`config.mk`:
```
export PLATFORM = sky130hd
export DESIGN_NAME = serdes_word_tx
export DESIGN_NICKNAME = d
export VERILOG_FILES = /design/src/rtl/serdes_word_tx.sv
export SDC_FILE = /design/constraint.sdc
export NUM_CORES = 1
export LEC_CHECK = 0
export BUFFER_PORTS_ARGS = -buffer_cell sky130_fd_sc_hd__buf_2
export CAP_MARGIN = 20
export CELL_PAD_IN_SITES_DETAIL_PLACEMENT = 2
export CELL_PAD_IN_SITES_GLOBAL_PLACEMENT = 2
export CORE_MARGIN = 8
export CORE_UTILIZATION = 32
export DETAILED_ROUTE_END_ITERATION = 7
export GPL_TIMING_DRIVEN = 0
export PLACE_DENSITY = 0.71
export SYNTH_ARGS = -nofsm -noshare
export SYNTH_HDL_FRONTEND = slang
export SYNTH_SLANG_ARGS = --single-unit
```
`constraint.sdc`:
```
create_clock -name hsclk -period 1.9 [get_ports hsclk]
set_clock_uncertainty 0.15 [all_clocks]
set_input_delay 0.38 -clock hsclk [delete_from_list [all_inputs] [get_ports hsclk]]
set_output_delay 0.38 -clock hsclk [all_outputs]
set_load 0.02 [all_outputs]
```
`src/rtl/serdes_word_tx.sv`:
```
// serdes_word_tx: parallel-to-serial word transmitter, MSB first, one bit per
// hsclk. Continuous word framing: every DATA_WIDTH cycles a new word is loaded
// from training pattern, hold register, the input (bypass) or the idle word.
module serdes_word_tx #(
  parameter int                    DATA_WIDTH    = 8,
  parameter logic [DATA_WIDTH-1:0] TRAIN_PATTERN = DATA_WIDTH'(8'hfa),
  parameter logic [DATA_WIDTH-1:0] IDLE_WORD     = DATA_WIDTH'(8'h00)
) (
  input  logic                  hsclk,
  input  logic                  reset_n,
  input  logic                  train,
  input  logic [DATA_WIDTH-1:0] s_data,
  input  logic                  s_valid,
  output logic                  s_ready,
  output logic                  dout,
  output logic                  frame,
  output logic [15:0]           word_cnt,
  output logic [15:0]           underrun_cnt
);

  localparam int CNT_W = $clog2(DATA_WIDTH);

  logic [CNT_W-1:0]      bit_cnt;
  logic [DATA_WIDTH-1:0] shift_reg;
  logic [DATA_WIDTH-1:0] hold_reg;
  logic                  hold_full;
  logic                  load;
  logic                  xfer;

  // A word may only be accepted when the single hold slot is free; this keeps
  // at most one word waiting behind the one on the wire.
  assign s_ready = !hold_full;
  assign xfer    = s_valid && s_ready;
  assign load    = (bit_cnt == '0);
  assign dout    = shift_reg[DATA_WIDTH-1];

  // Bit counter, shifter, word-source selection, hold slot and counters.
  always_ff @(posedge hsclk or negedge reset_n) begin
    if (!reset_n) begin
      bit_cnt      <= '0;
      shift_reg    <= '0;
      hold_reg     <= '0;
      hold_full    <= 1'b0;
      frame        <= 1'b0;
      word_cnt     <= '0;
      underrun_cnt <= '0;
    end else begin
      bit_cnt <= (bit_cnt == CNT_W'(DATA_WIDTH-1)) ? '0 : bit_cnt + CNT_W'(1);
      frame   <= load;
      if (load) begin
        if (train) begin
          // Training pre-empts data but never drops it: a word arriving now
          // is parked in the hold slot and goes out in the next slot.
          shift_reg <= TRAIN_PATTERN;
          if (xfer) begin
            hold_reg  <= s_data;
            hold_full <= 1'b1;
          end
        end else if (hold_full) begin
          shift_reg <= hold_reg;
          hold_full <= 1'b0;
          word_cnt  <= word_cnt + 16'd1;
        end else if (xfer) begin
          shift_reg <= s_data;
          word_cnt  <= word_cnt + 16'd1;
        end else begin
          shift_reg <= IDLE_WORD;
          if (underrun_cnt != 16'hffff)
            underrun_cnt <= underrun_cnt + 16'd1;
        end
      end else begin
        shift_reg <= {shift_reg[DATA_WIDTH-2:0], 1'b0};
        if (xfer) begin
          hold_reg  <= s_data;
          hold_full <= 1'b1;
        end
      end
    end
  end

endmodule
```
==> impl_metrics.py, run 1 <==
metrics = {
    "sta": {
        "worst_slack_ps": -97.5,
        "slew_viol_final": 0,
        "max_freq_mhz": 501,
        "rsz0062_at_grt": "true",
        "hold_viol": 0,
        "finalCritPeriodShare_pct": 105,
        "holdWs_ps": 181,
        "fin_crit_ps": 2000,
        "setup_viol": 24,
        "maxSlewHeadroom_pct": 64.8,
        "worstMarginPinSlew_ps": 527,
    },
    "logic_synthesis": {
        "ys_seq_elements": 53,
        "syn_nets": 216,
        "ys_seq_area_share_pct": 55.3,
        "netlist_top_cells_area": "dfrtp_1, xor2_1, mux2_2",
        "synth-warning-count": 0,
        "syn_area_per_cell_um2": 12.1,
        "yosysMostFrequentCell": "dfrtp_1",
        "synthCells": 199,
        "synth_common_cells": "dfrtp_1, nand2_1, xor2_1",
        "synth_area_leader_cell": "dfrtp_1",
        "synthDistinctLibCells": 36,
        "synth-edff-count": 0,
        "syn-cell-area_mm2": 0.00240,
        "synth_flop_cell": "dfrtp_1",
        "synth_top_area_share_pct": 55.3,
        "synth-async-reset-ratio_pct": 100,
    },
    "power": {
        "p_int_uw": 1670,
        "clock_power_share_pct": 30.6,
        "pwr-share-seq_pct": 56.6,
        "power_leakage_uw": 0.00153,
        "vdd_drop_max_v": 0.000378,
        "p_switching_uw": 605,
        "swShare_pct": 26.5,
        "p_comb_share_pct": 12.9,
        "powerDensity_mw_per_mm2": 745,
    },
    "placed_design": {
        "gp_congestion": 0.661,
        "place_inst": 345,
        "portBuffers": 46,
        "dp_hpwl_um": 4310,
    },
    "die": {
        "ios": 47,
        "die_width_um": 103,
        "initial_core_util_pct": 33.1,
        "core_mm2": 0.00725,
        "die_area_mm2": 0.0105,
        "rows": 31,
        "die_y_um": 103,
    },
    "run_status": {
        "status": "complete, but fails checks",
        "violations": "negative setup slack",
    },
    "global_routing": {
        "grt_max_degree": 34,
        "grt_pass1_wl_um": 9840,
        "first_global_vias": 1980,
        "grt_use_total_pct": 11.8,
        "gr-total-overflow": 0,
        "grt_antenna_before_repair": 0,
    },
    "critical_path": {
        "critPathSlowestCell": "dfrtp_1",
        "critPathMaxFanout": 7,
        "critPathLaunchType": "flip-flop",
        "critPathMostFrequentCell": "buf_6",
        "crit_path_end_kind": "flip-flop",
        "critical_path.max_stage_delay_ps": 390,
        "arrival_ps": 2080,
        "critical_path.cell_chain": "inv_1 > ha_2 > or3b_1 > buf_6 > nor3b_4 > buf_6 > and3_4 > xor2_1",
        "critPathKind": "reg -> reg",
        "cp.required_ps": 1980,
    },
    "cts": {
        "htree_num_levels": 2,
        "tritoncts": "done",
        "clock-sinks": 53,
        "cts-root-buf": "clkbuf_8",
        "cts.clk_slew.worst_paths_ps": 100,
        "cts-buffers-inserted": 5,
        "clkLatencyLatePin_ps": 300,
        "clk_path_buf_depth": 2,
    },
    "finish": {
        "fillCellCount": 801,
        "diodes": 0,
        "syn2layout_area_growth_pct": 27.7,
        "final_cells": 363,
        "fin_util_pct": 42.2,
        "fin_nets": 280,
        "drive_above_1_share_pct": 39.0,
        "largestRegisters": "underrun_cnt x16, word_cnt x16",
    },
    "route": {
        "wl_per_cell_um": 16.4,
        "drt_pass1_iterations": 4,
        "ant_nets": 0,
        "drt-total-wl_um": 5940,
        "dr.first_iter.drc_count": 25,
        "drc_errors": 0,
        "viasPerCell": 4.91,
        "vias": 1782,
    },
    "worst_hold_path": {
        "hp-class": "in -> reg",
    },
    "run": {
        "drv_cap": 0,
    },
}
## worst max-delay path: cells and delay by family, from the launching register on
kind                     cells  cell delay, ps
AND/OR/NAND/NOR              3             710
flip-flops                   1             390
buffers and inverters        3             360
adder cells (fa/ha/maj)      1             170
XOR/XNOR                     1             140
## what timing repair did
| item | 4_1_cts | 5_1_grt |
|---|---|---|
| buffers inserted | 7 | 3 |
| hold endpoints to repair | 20 | 0 |
| hold buffers | 1 | 0 |
| pin swaps | 12 | 9 |
| resized for setup | 11 | 9 |
| setup endpoints to repair | 37 | 38 |
## kinds of logic (layout without fill, tap and decap cells)
logic type | Yosys count | count (layout) | synth area share, %
fa+ha+maj | 5 | 5 | 2.61
buf+inv | 11 | 76 | 2.14
xor+xnor | 28 | 28 | 10.2
flops | 53 | 53 | 55.3
compound gates | 20 | 20 | 6.26
mux | 11 | 11 | 5.16
simple gates | 71 | 71 | 18.3
## worst paths after layout
path	slack [ps]	to	cells after the start	start
worst max-delay path	-100	word_cnt[4]$_DFFE_PN0P_	8	bit_cnt[0]$_DFF_PN0_
worst min-delay path	180	hold_reg[2]$_DFFE_PN0P_	2	s_data[2]
worst max register to register	-100	word_cnt[4]$_DFFE_PN0P_	8	bit_cnt[0]$_DFF_PN0_
worst min register to register	320	shift_reg[6]$_DFF_PN0_	2	shift_reg[5]$_DFF_PN0_
max in group asynchronous	610	hold_reg[1]$_DFFE_PN0P_	3	reset_n
min in group asynchronous	430	underrun_cnt[7]$_DFFE_PN0P_	2	reset_n
## per-stage QoR
stage	area, um2	total power, uW	setup TNS, ps	setup slack, ps
2_1_floorplan	2400	1460	0	0.272
3_3_place_gp	2760	1570	-3080	-155
3_5_place_dp	2780	1600	-4410	-197
4_1_cts	3000	2310	-1320	-115
5_1_grt	3060	2390	-4370	-201
6_report	3060	2280	-1270	-97.5
## layout make-up
| cell class | count | area, um2 | share of cell area, % |
|---|---|---|---|
| tap | 99 | 124 | 4.04 |
| buffer | 5 | 35.0 | 1.14 |
| timing repair buffer | 58 | 352 | 11.5 |
| clock buffer | 7 | 96.3 | 3.15 |
| multi-input combinational | 135 | 1110 | 36.1 |
| inverter | 5 | 18.8 | 0.613 |
| clock inverter | 1 | 5.00 | 0.163 |
| sequential | 53 | 1330 | 43.3 |
## power by group through the flow
stage / combinational [uW] / clock [uW] / sequential [uW]
floorplan: 120 / 0 / 1340
global placement: 272 / 0 / 1300
detailed placement: 293 / 0 / 1310
CTS: 296 / 732 / 1290
global route: 324 / 759 / 1300
finish: 293 / 697 / 1290
## metal layers
metal  up-vias  track usage (%)  wire length [um]  share of wire [%]
met4         0             3.05                47               0.79
met3         5             2.36               253                4.3
met1       908             13.9              2460                 41
li1        836                -                 -                  -
met2        33             21.3              3180                 54
met5         -                0                 0                  0
## cell usage in the layout (no fill, tap or decap), types with 6 or more instances in the layout
cell type  count
nand4_1        9
dfrtp_1       53
xor2_1        15
a221oi_1       6
nand2_1       14
o21ai_0        9
xnor2_1       11
buf_4          8
buf_2         47
mux2_2        10
clkbuf_8       7
Power figures use the tool's default switching activity.
==> run 2, diff against run 1 <==
REMOVE_ABC_BUFFERS = 1   (was not set)
==> run 2 against run 1 <==
Net effect:
- the flow still finishes with violations (negative setup slack)
- total power shrank 3.6%
- clock power fell by 9.8%
- die area is the same
- cell area increased by 0.12%
- sequential power barely moved
- critical path type unchanged
- largest power group unchanged
==> impl_metrics.py, run 2 (same netlist as run 1, synthesis figures left out) <==
metrics = {
    "sta": {
        "slew_viol_final": 0,
        "worstMarginPinSlew_ps": 533,
        "setup_viol": 23,
        "holdWs_ps": 168,
        "fin_crit_ps": 1990,
        "finalCritPeriodShare_pct": 105,
        "max_freq_mhz": 502,
        "tns_ps": -1010,
        "worst_slack_ps": -93.4,
        "maxSlewHeadroom_pct": 64.5,
        "hold_viol": 0,
        "rsz0062_at_grt": "true",
    },
    "die": {
        "rows": 31,
        "core_mm2": 0.00725,
        "initial_core_util_pct": 33.1,
        "die_area_mm2": 0.0105,
        "die_y_um": 103,
        "ios": 47,
        "die_width_um": 103,
    },
    "route": {
        "vias": 1813,
        "drt-total-wl_um": 6000,
        "drt_pass1_iterations": 3,
        "ant_nets": 0,
        "wl_per_cell_um": 16.5,
        "dr.first_iter.drc_count": 31,
        "drc_errors": 0,
        "viasPerCell": 4.99,
    },
    "placed_design": {
        "dp_hpwl_um": 4190,
        "place_area_mm2": 0.00274,
        "gp_congestion": 0.670,
        "post-place-ws_ps": -442,
        "portBuffers": 46,
    },
    "cts": {
        "clk_path_buf_depth": 2,
        "cts-root-buf": "clkbuf_8",
        "cts.clk_slew.worst_paths_ps": 100,
        "clock-sinks": 53,
        "htree_num_levels": 2,
        "clkLatencyLatePin_ps": 300,
        "tritoncts": "done",
        "cts-buffers-inserted": 5,
    },
    "critical_path": {
        "cp.required_ps": 1980,
        "crit_path_end_kind": "flip-flop",
        "critPathMaxFanout": 7,
        "arrival_ps": 2070,
        "critPathLaunchType": "flip-flop",
        "critPathKind": "reg -> reg",
    },
    "finish": {
        "diodes": 0,
        "syn2layout_area_growth_pct": 27.9,
        "fin_nets": 280,
        "multi_input_area_mm2": 0.00112,
        "fin_util_pct": 42.3,
        "fillCellCount": 775,
        "drive_above_1_share_pct": 41.7,
        "layout_common_cells": "dfrtp_1, buf_2, nand2_1, xor2_1",
        "fin_area_mm2": 0.00307,
        "seq_area_mm2": 0.00133,
        "largestRegisters": "underrun_cnt x16, word_cnt x16",
        "final_common_cell": "dfrtp_1",
    },
    "global_routing": {
        "grt_pass1_wl_um": 9780,
        "gr-total-overflow": 0,
        "grt_antenna_before_repair": 0,
        "grt_max_degree": 33,
        "first_global_vias": 1928,
        "grt_use_total_pct": 11.8,
    },
    "run_status": {
        "violations": "negative setup slack",
        "status": "complete, but fails checks",
    },
    "power": {
        "vdd_drop_max_v": 0.000292,
        "power_leakage_uw": 0.00152,
        "powerDensity_mw_per_mm2": 717,
    },
    "run": {
        "drv_cap": 0,
    },
    "worst_hold_path": {
        "hp-class": "in -> reg",
    },
}
## run 2: metal layers
metal  vias to the layer above  share of wire [%]  GRT usage (%)
met5                         -                  0              0
met3                         6                4.1           2.97
li1                        831                  -              -
met2                        34                 52           19.9
met4                         0               0.97           3.05
met1                       942                 43           14.6
## run 2: path summary, 6_finish.rpt
path	start	to	slack (ps)	depth (start not counted)
max	bit_cnt[1]$_DFF_PN0_	word_cnt[4]$_DFFE_PN0P_	-90	7
min	s_data[7]	hold_reg[7]$_DFFE_PN0P_	170	2
max reg2reg	bit_cnt[1]$_DFF_PN0_	word_cnt[4]$_DFFE_PN0P_	-90	7
min reg2reg	shift_reg[0]$_DFF_PN0_	shift_reg[1]$_DFF_PN0_	310	2
max in group asynchronous	reset_n	underrun_cnt[4]$_DFFE_PN0P_	600	3
min in group asynchronous	reset_n	shift_reg[7]$_DFF_PN0_	430	2
## run 2: critical path, stage by stage, from the launching register on
cell	delay (ps)
dfrtp_1	390
inv_1	60
ha_2	190
or3b_4	430
nor3b_4	190
buf_6	170
and3_4	190
xor2_1	140
## run 2: power by group
part | switching, uW | internal [uW] | leakage [uW] | total, uW
registers | 77.4 | 1220 | 0.000674 | 1290
clock network | 373 | 255 | 0.0000439 | 629
logic | 154 | 122 | 0.000803 | 277
## run 2: metrics by stage
step / total power [uW] / cells
2_1_floorplan: 1450 / 193
5_1_grt: 2320 / 363
3_5_place_dp: 1590 / 339
3_3_place_gp: 1570 / 338
6_report: 2200 / 363
4_1_cts: 2240 / 356
## run 2: timing repair
action,4_1_cts,5_1_grt
pin swaps,7,9
hold buffers,1,0
endpoints found under the setup margin,37,39
buffers inserted,8,7
hold endpoints to repair,21,0
resized for setup,8,18
## run 2: cell type report
| cell class | count | area share [%] |
|---|---|---|
| clock inverters | 3 | 0.571 |
| multi-input cells | 135 | 36.4 |
| repair buffers | 63 | 12.8 |
| well taps | 99 | 4.04 |
| clock buffers | 5 | 2.24 |
| inverters | 5 | 0.612 |
| flip-flops and latches | 53 | 43.3 |
==> run 3, diff against run 2 <==
SETUP_SLACK_MARGIN = 0.4   (was not set)
==> run 3 against run 2 <==
Net effect:
- the run still ends with negative setup slack left
- via count increased by 3.8%
- wire length increased by 14%
- cell area increased by 16%
- non-clock buffer count increased by 21
- critical endpoint unchanged
- critical path depth unchanged
- cell count increased by 6.1%
- highest routed layer unchanged
- total power increased by 3.6%
- sequential share of layout area decreased by 5.6 points
==> impl_metrics.py, run 3 (same netlist as run 1, synthesis figures left out) <==
metrics = {
    "cts": {
        "clk_path_buf_depth": 2,
        "tritoncts": "done",
        "cts.clk_slew.worst_paths_ps": 100,
        "clkLatencyLatePin_ps": 300,
        "cts-root-buf": "clkbuf_8",
        "htree_num_levels": 2,
        "clock-sinks": 53,
        "cts-buffers-inserted": 5,
    },
    "global_routing": {
        "first_global_vias": 2107,
        "grt_max_degree": 33,
        "gr-total-overflow": 0,
        "grt_pass1_wl_um": 10900,
        "grt_use_total_pct": 13.3,
        "grt_antenna_before_repair": 0,
    },
    "finish": {
        "syn2layout_area_growth_pct": 48.4,
        "final_common_cell": "dfrtp_1",
        "diodes": 0,
        "drive_above_1_share_pct": 56.3,
        "largestRegisters": "underrun_cnt x16, word_cnt x16",
        "fin_util_pct": 49.1,
        "layout_common_cells": "dfrtp_1, buf_2, buf_4, buf_6",
        "fin_nets": 302,
    },
    "power": {
        "powerDensity_mw_per_mm2": 640,
        "power_leakage_uw": 0.00166,
        "total_power_uw": 2280,
        "vdd_drop_max_v": 0.000307,
    },
    "route": {
        "drc_errors": 0,
        "dr.first_iter.drc_count": 38,
        "vias": 1882,
        "ant_nets": 0,
        "drt_pass1_iterations": 4,
        "drt-total-wl_um": 6820,
        "viasPerCell": 4.89,
        "wl_per_cell_um": 17.7,
    },
    "placed_design": {
        "dp_hpwl_um": 4190,
        "gp_congestion": 0.670,
        "post-place-ws_ps": -442,
        "portBuffers": 46,
    },
    "critical_path": {
        "critPathMaxFanout": 7,
        "critPathKind": "reg -> reg",
        "cp.required_ps": 1980,
        "crit_path_end_kind": "flip-flop",
        "arrival_ps": 2080,
        "critPathLaunchType": "flip-flop",
    },
    "sta": {
        "hold_viol": 0,
        "worstMarginPinSlew_ps": 527,
        "rsz0062_at_grt": "true",
        "worst_slack_ps": -92.4,
        "finalCritPeriodShare_pct": 105,
        "max_freq_mhz": 502,
        "setup_viol": 21,
        "fin_crit_ps": 1990,
        "slew_viol_final": 0,
        "tns_ps": -1070,
        "maxSlewHeadroom_pct": 64.9,
        "holdWs_ps": 168,
    },
    "worst_hold_path": {
        "hp-class": "in -> reg",
    },
    "run_status": {
        "status": "complete, but fails checks",
        "violations": "negative setup slack",
    },
    "die": {
        "ios": 47,
        "die_area_mm2": 0.0105,
        "die_width_um": 103,
        "core_mm2": 0.00725,
        "initial_core_util_pct": 33.1,
        "rows": 31,
        "die_y_um": 103,
    },
    "run": {
        "drv_cap": 0,
    },
}
-- run 3: cell types whose count changed in the layout (fill, tap and decap cells not counted), sizes merged --
cell and change:
nand2b +1, buf +21
-- run 3: path summary, 6_finish.rpt --
check / start / endpoint / slack (ps) / cells past startpoint
setup reg to reg: bit_cnt[1]$_DFF_PN0_ / word_cnt[4]$_DFFE_PN0P_ / -90 / 7
hold reg to reg: shift_reg[0]$_DFF_PN0_ / shift_reg[1]$_DFF_PN0_ / 310 / 2
hold / removal: s_data[6] / hold_reg[6]$_DFFE_PN0P_ / 170 / 2
setup / recovery: bit_cnt[1]$_DFF_PN0_ / word_cnt[4]$_DFFE_PN0P_ / -90 / 7
max in group asynchronous: reset_n / underrun_cnt[4]$_DFFE_PN0P_ / 590 / 3
min in group asynchronous: reset_n / shift_reg[7]$_DFF_PN0_ / 420 / 2
-- run 3: layout make-up --
type	count	area (um2)
repair buffers	84	646
clock buffers	5	68.8
fillers	731	3690
clock inverters	3	17.5
inverters	5	18.8
well taps	99	124
multi-input cells	136	1340
flip-flops and latches	53	1340
-- run 3: layer usage --
layer	part of all wire [%]	vias to the layer above	global-route usage, %
li1	-	873	-
met1	43	972	15.5
met2	52	31	24.0
met3	4.2	6	3.17
met4	0.69	0	2.71
met5	0	-	0
-- run 3: timing repair --
action                                  CTS  global route
endpoints found under the setup margin   55            61
endpoints found under the hold margin    21             0
hold buffers                              1             0
gates resized for setup                  74            31
pin swaps                                29            17
gates cloned                              0             1
setup buffers                            25            11
-- run 3: power breakdown --
group          internal [uW]  switching [uW]
Clock                    255             377
Combinational            169             189
Sequential              1220            67.0
Total                   1640             633
-- run 3: stage by stage --
stage          cells  instance area (um2)
2_1_floorplan    193                 2370
5_1_grt          385                 3560
4_1_cts          373                 3370
6_report         385                 3560
3_5_place_dp     339                 2740
3_3_place_gp     338                 2720
-- run 3: critical path: stages (launching register included) --
cell and delay (ps):
dfrtp_1 400, inv_1 60, ha_2 180, or3b_4 430, nor3b_4 210, buf_6 160
and3_4 180, xor2_1 140
